[config.mk]
export PLATFORM = sky130hd
export DESIGN_NAME = mux_ctrl_sequencer
export DESIGN_NICKNAME = d
export VERILOG_FILES = /design/src/rtl/mux_ctrl_sequencer.sv
export SDC_FILE = /design/constraint.sdc
export NUM_CORES = 1
export LEC_CHECK = 0
export BUFFER_PORTS_ARGS = -buffer_cell sky130_fd_sc_hd__buf_2
export CAP_MARGIN = 20
export CORE_ASPECT_RATIO = 1.5
export CORE_UTILIZATION = 47
export CTS_CLUSTER_DIAMETER = 80
export DETAILED_ROUTE_END_ITERATION = 12
export GPL_ROUTABILITY_DRIVEN = 0
export HOLD_SLACK_MARGIN = 0.06
export PLACE_DENSITY_LB_ADDON = 0.12
export SYNTH_ARGS = -nofsm -noshare
export SYNTH_HDL_FRONTEND = slang
export SYNTH_SLANG_ARGS = --single-unit
export TNS_END_PERCENT = 30
[constraint.sdc]
create_clock -name seqCLK -period 2.3 [get_ports seqCLK]
set_clock_uncertainty 0.2 [all_clocks]
set_input_delay 0.23 -clock seqCLK [delete_from_list [all_inputs] [get_ports seqCLK]]
set_output_delay 0.23 -clock seqCLK [all_outputs]
set_load 0.01 [all_outputs]
[src/rtl/mux_ctrl_sequencer.sv]
// rtl/mux_ctrl_sequencer.sv - lane symbol select sequencer: SKP/FTS ordered sets, TLP/DLLP framing, IDL fill
module mux_ctrl_sequencer #(
    parameter int SKP_INTERVAL = 1180,
    parameter int N_FTS        = 3,
    parameter int DLLP_LEN     = 6
) (
    input  logic       seqCLK,
    input  logic       seqRSTn,
    input  logic       tlpReq,
    input  logic [7:0] tlpLen,
    input  logic       tlpAbort,
    input  logic       dllpReq,
    input  logic       ftsReq,
    output logic [3:0] seqCTRL,
    output logic       tlpRd,
    output logic       tlpAck,
    output logic       dllpAck,
    output logic       ftsAck,
    output logic       seqBusy
);

    typedef enum logic [2:0] {
        IDLE,
        OS_COM,
        OS_SKP,
        OS_FTS,
        PKT_START,
        BODY,
        PKT_END
    } state_t;

    localparam logic [3:0] C_BODY = 4'd0;
    localparam logic [3:0] C_COM  = 4'd1;
    localparam logic [3:0] C_SKP  = 4'd3;
    localparam logic [3:0] C_STP  = 4'd4;
    localparam logic [3:0] C_SDP  = 4'd5;
    localparam logic [3:0] C_END  = 4'd6;
    localparam logic [3:0] C_EDB  = 4'd7;
    localparam logic [3:0] C_FTS  = 4'd8;
    localparam logic [3:0] C_IDL  = 4'd9;
    localparam logic [3:0] C_INV  = 4'hF;

    localparam logic [10:0] SKP_LAST = 11'(SKP_INTERVAL - 1);

    // state names the symbol currently on seqCTRL; all outputs are derived from next_state
    state_t      state, next_state;
    logic [7:0]  cnt, cnt_n;
    logic        is_tlp, is_tlp_n;
    logic        os_fts, os_fts_n;
    logic        aborted, aborted_n;
    logic [10:0] skp_cnt;
    logic        skp_pend;
    logic        pend_clr;
    logic        arb;
    logic [3:0]  ctrl_n;
    logic        tack_n, dack_n, fack_n;
    logic        skp_wrap;

    assign skp_wrap = (skp_cnt == SKP_LAST);

    always_comb begin
        next_state = state;
        cnt_n      = cnt;
        is_tlp_n   = is_tlp;
        os_fts_n   = os_fts;
        aborted_n  = aborted;
        tack_n     = 1'b0;
        dack_n     = 1'b0;
        fack_n     = 1'b0;
        pend_clr   = 1'b0;
        arb        = 1'b0;
        ctrl_n     = C_IDL;

        case (state)
            IDLE, PKT_END: arb = 1'b1;
            OS_COM: begin
                next_state = os_fts ? OS_FTS : OS_SKP;
                cnt_n      = os_fts ? 8'(N_FTS) : 8'd3;
            end
            OS_SKP, OS_FTS: begin
                if (cnt == 8'd1) next_state = IDLE;
                else             cnt_n = cnt - 8'd1;
            end
            PKT_START: next_state = BODY;
            BODY: begin
                cnt_n = cnt - 8'd1;
                if (cnt == 8'd1 || (is_tlp && tlpAbort)) begin
                    next_state = PKT_END;
                    aborted_n  = is_tlp && tlpAbort;
                end
            end
            default: next_state = IDLE;
        endcase

        // packet-boundary arbitration: skpPend > ftsReq > tlpReq > dllpReq
        if (arb) begin
            next_state = IDLE;
            aborted_n  = 1'b0;
            if (skp_pend) begin
                next_state = OS_COM;
                os_fts_n   = 1'b0;
                pend_clr   = 1'b1;
            end else if (ftsReq) begin
                next_state = OS_COM;
                os_fts_n   = 1'b1;
                fack_n     = 1'b1;
            end else if (tlpReq) begin
                next_state = PKT_START;
                is_tlp_n   = 1'b1;
                cnt_n      = (tlpLen == 8'd0) ? 8'd1 : tlpLen;
                tack_n     = 1'b1;
            end else if (dllpReq) begin
                next_state = PKT_START;
                is_tlp_n   = 1'b0;
                cnt_n      = 8'(DLLP_LEN);
                dack_n     = 1'b1;
            end
        end

        case (next_state)
            IDLE:      ctrl_n = C_IDL;
            OS_COM:    ctrl_n = C_COM;
            OS_SKP:    ctrl_n = C_SKP;
            OS_FTS:    ctrl_n = C_FTS;
            PKT_START: ctrl_n = is_tlp_n ? C_STP : C_SDP;
            BODY:      ctrl_n = C_BODY;
            PKT_END:   ctrl_n = aborted_n ? C_EDB : C_END;
            default:   ctrl_n = C_INV;
        endcase
    end

    always_ff @(posedge seqCLK) begin
        if (!seqRSTn) begin
            state    <= IDLE;
            cnt      <= 8'd0;
            is_tlp   <= 1'b0;
            os_fts   <= 1'b0;
            aborted  <= 1'b0;
            skp_cnt  <= 11'd0;
            skp_pend <= 1'b0;
            seqCTRL  <= C_INV;
            tlpRd    <= 1'b0;
            tlpAck   <= 1'b0;
            dllpAck  <= 1'b0;
            ftsAck   <= 1'b0;
            seqBusy  <= 1'b0;
        end else begin
            state   <= next_state;
            cnt     <= cnt_n;
            is_tlp  <= is_tlp_n;
            os_fts  <= os_fts_n;
            aborted <= aborted_n;
            skp_cnt <= skp_wrap ? 11'd0 : skp_cnt + 11'd1;
            // a wrap coinciding with service keeps the new pend rather than losing it
            if (skp_wrap)      skp_pend <= 1'b1;
            else if (pend_clr) skp_pend <= 1'b0;
            seqCTRL <= ctrl_n;
            tlpRd   <= (next_state == BODY);
            tlpAck  <= tack_n;
            dllpAck <= dack_n;
            ftsAck  <= fack_n;
            seqBusy <= (next_state != IDLE);
        end
    end

endmodule

Yosys cells after proc, flatten, opt, wreduce, memory -nomap -nowiden
Index checks and enable logic that the tools add are counted.
{"block": "classes", "bitwise": 2, "eq_ne": 14, "reduce_logical": 15, "n_addsub": 2, "mux": 38}
{"cell": "$mux 8", "n": 7}
{"cell": "$pmux 4 s7", "n": 1}
{"cell": "$pmux 8 s3", "n": 1}
{"cell": "$mux 1", "n": 21}
{"cell": "$mux 3", "n": 7}
{"cell": "$eq 3x3->1 const B", "n": 6}
{"cell": "$pmux 3 s5", "n": 1}
{"cell": "$eq 3x2->1 const B", "n": 4}
{"cell": "$add 11x1->11 const B", "n": 1}
{"cell": "$eq 11x11->1 const B", "n": 1}
{"cell": "$eq 8x1->1 const B", "n": 1}
{"cell": "$logic_not 8->1", "n": 1}
{"cell": "$sub 8x1->8 const B", "n": 1}
{"cell": "$eq 3x1->1 const B", "n": 2}
{"cell": "$logic_not 3->1", "n": 2}
{"cell": "$reduce_or 2->1", "n": 3}
{"cell": "$reduce_or 5->1", "n": 1}
{"cell": "$reduce_bool 2->1", "n": 2}
{"cell": "$reduce_or 4->1", "n": 1}
{"cell": "$reduce_bool 3->1", "n": 1}
{"cell": "$reduce_or 3->1", "n": 1}
{"cell": "$not 1->1", "n": 2}
{"cell": "$reduce_and 2->1", "n": 1}
{"cell": "$logic_and 1x1->1", "n": 1}
{"cell": "$logic_or 1x1->1", "n": 1}
{"block": "word_totals", "elab_cells": 84, "ff_bits": 35, "input_bits": 14, "output_inout_bits": 9}

Depth between registers and ports, before layout
Gate-level depths: netlist (run 1).
{"block": "depth", "word_depth": 8, "ltp_mapped": 7, "mapped_depth_nobuf": 7}

Worst setup path before layout (run 1)
No wires, ideal clock.
{"block": "synth_path", "path_kind": "reg-to-reg", "from": "register cnt[0]", "to": "register seqBusy", "path_stages_with_launch": 7, "t_arrival_ps": 1612, "setup_ps": 120, "synth_period_minus_slack_ps": 1932, "n_path_buf": 0, "required_ps": 1980, "path_slack_ps": 368, "path_cell_list": "dfxtp_1 ha_1 nor3b_2 a22oi_2 o22a_1 or2_1 o31a_1"}
{"block": "synth_between", "elab_chain_cells": 6, "word_cells_on_any_way": 7, "cone_classes": "1 x eq/ne; 4 x mux; 2 x reduce/logical"}
{"item": "from (decl)", "line_no": "47", "rtl": "logic [7:0] cnt, cnt_n;"}
{"item": "from (signal assigned)", "line_no": "149", "rtl": "cnt <= cnt_n;"}
{"item": "$eq 8x1->1 *", "line_no": "81, 87"}
{"item": "$logic_or 1x1->1", "line_no": "87", "rtl": "if (cnt == 8'd1 || (is_tlp && tlpAbort)) begin"}
{"item": "$mux 3", "line_no": "87"}
{"item": "$pmux 3 s5 *", "line_no": "74", "rtl": "case (state)"}
{"item": "$mux 3 *", "line_no": "96", "rtl": "if (arb) begin"}
{"item": "$reduce_bool 3->1 *", "line_no": "162", "rtl": "seqBusy <= (next_state != IDLE);"}
{"item": "to (signal assigned)", "line_no": "162"}
{"item": "to (decl)", "line_no": "19", "rtl": "output logic seqBusy"}
Mark *: on every way between the ends. The rest lies on a longest branch, timed or not.
A chain may end at the register's enable or synchronous reset.

Final worst setup path (run 1)
Same ends and word-level chain as after synthesis.

==> results.cfg, run 1 <==
[placed_design]
dp_hpwl_um = 3010
place_area_um2 = 1830
post-place-cells = 249
io_buffers = 22

[sta]
min_period_ps = 2150
fmax_mhz = 464
hold_viol = 0
setup_viol = 0
rsz0062_at_grt = no
tns_ps = 0
worstMarginPinSlew_ps = 454
min_period_over_period = 0.937
slew_violations = 0
relSlewSlack = 0.695
hold_slack_ps = 80.0

[die]
initial_core_util = 0.493
dieArea_um2 = 3800
die_y_um = 75.0
pin_count = 23
die_x_um = 50.7
num_rows = 26
core_um2 = 3380

[clock_network]
clk_pin_slew_worst_paths_ps = 70
clk_latency_ps = 290
clock_sinks = 35
cts_tree = built
cts_root_buf = clkbuf_8
cts_max_level = 2
clockBufferDepth = 2
cts_setup_buffers = 0
cts_inserted_buffers = 5

[power]
p_clk_frac = 0.289
p_switching_mw = 0.665
power_mw = 1.98
peakVddDrop_mv = 0.978
intPower_mw = 1.31
p_comb_frac = 0.308
swShare = 0.336
leakagePower_nw = 0.851
p_seq_frac = 0.403
p_per_area_nw_per_um2 = 958

[worst_hold_path]
hold_class = primary input to flop

[final_layout]
area.sequential_um2 = 701
layout-drive-gt1-share = 0.178
fin_nets = 241
final_cells = 267
diodes = 0
syn2layout_area_growth_pct = 23.7
finalInstanceArea_um2 = 2060
multi_input_area_um2 = 927
nFillCells = 327

[drt]
drtAntennaViolNets = 0
wl_per_cell_um = 15.1
drt_iter0_drc = 45
drcViolationCount = 0
routed_wl_um = 4020
vias = 1507
first_pass_iters = 4
viasPerCell = 5.64

[setup_path]
crit_type = flop to flop
worst_ep_required_time_ps = 2280
worstSetupEndpointType = flop
worst_setup_path_start_kind = flop
cp.arrival_ps = 2140
crit_fanout = 6

[yosys]
avgSynthCellArea_um2 = 8.88
synth_nets = 205
ys_seq_elements = 35
synth_edf_count = 0
ys_types = 46
syn_area_um2 = 1670
synth_cells = 188
ys.flop_type = dfxtp_1
synth-async-reset-ratio = 0
synth_warnings = 0
ys_seq_area_frac = 0.420

[job]
maxCapViolCount = 0

[global_routing]
antenna_found_initial = 0
overflow = 0
grt_pass1_vias = 1440
grt_max_degree = 15
grt.total_usage = 0.233
grt_pass1_wl_um = 6370

[status]
status = finished clean
==> Yosys cell counts (3+ instances only) <==
cell       n  area, µm²
nor2_1    19       71.3
xor2_1    11       96.3
dfxtp_1   35        701
o211ai_1   5       37.5
nand3_1   13       65.1
o21ai_0   11       55.1
nand4_1    6       37.5
and3_1     5       31.3
inv_1      9       33.8
nor3_1     5       25.0
ha_1       3       37.5
nand2_1    9       33.8
xnor2_1    5       43.8
a21oi_1    7       35.0
clkbuf_1   4       15.0
==> what timing repair did <==
action	in CTS	in global routing
endpoints found under the hold margin	12	0
hold buffers	10	0
endpoints found under the setup margin	0	5
resized for setup	0	2
==> final timing paths <==
path	start	to	slack, ps	depth (start not counted)
worst min register to register	skp_cnt[0]	skp_cnt[0]	250	1
worst max register to register	cnt[0]	seqBusy	150	6
worst min-delay path	tlpLen[0]	cnt[0]	80	3
worst max-delay path	cnt[0]	seqBusy	150	6
==> placed cells by master (no fill, tap or decap), drive strengths merged, types with 2 or more instances in the layout <==
cell         instances
dfxtp               35
buf                 25
nor2                19
nand3               13
o21ai               12
xor2                11
dlygate4sd3         10
inv                  9
nand2                9
a21oi                7
nand4                7
nor3                 7
clkbuf               6
xnor2                5
o211ai               5
and3                 5
ha                   3
nor2b                2
or2                  2
o211a                2
o31ai                2
or4                  2
nand2b               2
and4                 2
and2                 2
nor4                 2
==> kinds of logic after synthesis <==
family / Yosys count / synth area share
AND/OR/NAND/NOR: 78 / 0.265
AO/OA/AOI/OAI: 40 / 0.168
flip-flops: 35 / 0.420
XOR/XNOR: 16 / 0.0840
buffers and inverters: 15 / 0.0352
adder cells (fa/ha/maj): 3 / 0.0225
multiplexers: 1 / 0.00600
==> flip-flops by register name (all words and copies together) (netlist names) <==
register,flops
os_fts,1
ftsAck,1
seqBusy,1
dllpAck,1
skp_pend,1
seqCTRL,4
skp_cnt,11
state,3
tlpRd,1
aborted,1
is_tlp,1
cnt,8
tlpAck,1
==> worst max-delay path, cell delays in order (launching register included) <==
cell	delay, ps
dfxtp_1	410
ha_1	190
nor3b_4	290
a22oi_2	130
o22a_1	230
or2_1	270
o31a_1	310
==> area by class of cell <==
type	instances	share of cell area
inverter	9	0.0164
clock inverter	2	0.0170
tap	42	0.0255
sequential	35	0.339
timing repair buffer	35	0.113
multi-input combinational	138	0.449
clock buffer	6	0.0400
==> stage by stage <==
step           utilization  worst slack (ps)
2_1_floorplan            -               368
3_3_place_gp         0.541              96.5
3_5_place_dp         0.541              41.8
4_1_cts              0.605              42.4
5_1_grt              0.610              8.34
6_report             0.610               145
==> power groups by stage <==
| stage | clock [mW] | combinational (mW) | sequential [mW] |
|---|---|---|---|
| floorplan | 0 | 0.419 | 0.790 |
| global placement | 0 | 0.559 | 0.797 |
| detailed placement | 0 | 0.578 | 0.801 |
| CTS | 0.583 | 0.594 | 0.788 |
| global route | 0.613 | 0.664 | 0.804 |
| finish | 0.572 | 0.610 | 0.796 |
==> routing by layer <==
metal,part of all wire,up-vias,global-route usage
met2,0.57,34,0.473
met5,0,-,0
met3,0.029,12,0.0545
met4,0.032,0,0.120
met1,0.37,714,0.209
li1,-,747,-
No activity file was read; power rests on OpenSTA's default activity.
==> run 2, diff against run 1 <==
MAX_ROUTING_LAYER = met4   (was not set)
==> results.cfg, run 2 (synthesis gave the netlist of run 1 again) <==
[job]
maxCapViolCount = 0

[global_routing]
overflow = 0
grt_pass1_vias = 1443
antenna_found_initial = 0
grt.total_usage = 0.240
grt_max_degree = 15
grt_pass1_wl_um = 6360

[setup_path]
worst_ep_required_time_ps = 2280
cpPeakStageDelay_ps = 410
crit_fanout = 6
cp.arrival_ps = 2150
cp_slowest_cell = dfxtp_1
worstSetupEndpointType = flop
path_cells = ha_1 > nor3b_4 > a22oi_2 > o22a_1 > or2_1 > o31a_1
reg2regPathDepth = 6
worst_setup_path_start_kind = flop
crit_type = flop to flop

[final_layout]
nFillCells = 327
largest_reg_flops = 11
fin_nets = 241
area.sequential_um2 = 701
top_regs = skp_cnt (11), cnt (8), seqCTRL (4)
layout-drive-gt1-share = 0.178
layout_common_cells = dfxtp_1, buf_2, nor2_1
syn2layout_area_growth_pct = 23.7
regMostFlops = skp_cnt
multi_input_area_um2 = 927
layout.cells.most_common = dfxtp_1
finalInstanceArea_um2 = 2060
final_cells = 267
diodes = 0

[drt]
viasPerCell = 5.67
drtAntennaViolNets = 0
drcViolationCount = 0
routed_wl_um = 4030
first_pass_iters = 4
vias = 1515
wl_per_cell_um = 15.1
drt_iter0_drc = 41

[status]
status = finished clean

[placed_design]
place_area_um2 = 1830
io_buffers = 22
post-place-cells = 249
dp_hpwl_um = 3010

[sta]
min_period_over_period = 0.941
worstMarginPinSlew_ps = 456
setup_viol = 0
relSlewSlack = 0.694
fmax_mhz = 462
hold_viol = 0
slew_violations = 0
min_period_ps = 2160
rsz0062_at_grt = no
tns_ps = 0

[clock_network]
clock_sinks = 35
cts_tree = built
clk_pin_slew_worst_paths_ps = 70
clockBufferDepth = 2
cts_root_buf = clkbuf_8
clk_latency_ps = 290
cts_setup_buffers = 0
cts_inserted_buffers = 5
cts_max_level = 2

[power]
peakVddDrop_mv = 0.978
p_per_area_nw_per_um2 = 959
leakagePower_nw = 0.851

[die]
die_x_um = 50.7
core_um2 = 3380
die_y_um = 75.0
dieArea_um2 = 3800
num_rows = 26
pin_count = 23
initial_core_util = 0.493

[worst_hold_path]
hold_class = primary input to flop
holdPathStages = 3
[run 2: cell counts in the layout (fill, tap and decap cells not counted)]
No cell type changed its count.
[run 2: final timing paths]
kind	start	endpoint	slack, ps
worst max register to register	cnt[0]	seqBusy	140
worst min register to register	skp_cnt[0]	skp_cnt[0]	250
worst min-delay path	tlpLen[0]	cnt[0]	80
worst max-delay path	cnt[0]	seqBusy	140
[run 2: area by class of cell]
cell class | instances | area share
Inverter | 9 | 0.0164
Multi-Input combinational cell | 138 | 0.449
Sequential cell | 35 | 0.339
Clock inverter | 2 | 0.0170
Timing Repair Buffer | 35 | 0.113
Tap cell | 42 | 0.0255
Clock buffer | 6 | 0.0400
[run 2: where the power goes]
part           total, mW  switching, mW  internal [mW]
Clock              0.573          0.222          0.351
Combinational      0.611          0.341          0.270
Sequential         0.796          0.103          0.693
Total               1.98          0.667           1.31
[run 2: metal layers]
| metal | up-vias | wire length, µm | global-route usage | share of wire |
|---|---|---|---|---|
| met5 | - | 0 | - | 0 |
| met4 | 0 | 140 | 0.120 | 0.035 |
| met3 | 17 | 106 | 0.0505 | 0.026 |
| met2 | 29 | 2280 | 0.473 | 0.57 |
| met1 | 719 | 1500 | 0.210 | 0.37 |
| li1 | 750 | - | - | - |
[run 2: metrics by stage]
stage / util / hold WS [ps] / worst slack (ps) / total power [mW]
finish: 0.610 / 75.9 / 135 / 1.98
global route: 0.610 / 113 / 8.34 / 2.08
CTS: 0.605 / 88.0 / 42.4 / 1.97
detailed placement: 0.541 / 241 / 41.8 / 1.38
global placement: 0.541 / 236 / 96.5 / 1.36
floorplan: - / 109 / 368 / 1.21
[run 2: critical path: cells and delay by family, from the launching register on]
kind / cells / cell delay [ps]
DFF: 1 / 410
and+or+nand+nor: 2 / 570
adders and majority gates: 1 / 190
AOI/OAI and AO/OA: 3 / 680
[run 2: timing repair]
item | 4_1_cts | 5_1_grt
hold endpoints to repair | 12 | 0
resized for setup | 0 | 2
endpoints found under the setup margin | 0 | 5
hold buffers | 10 | 0
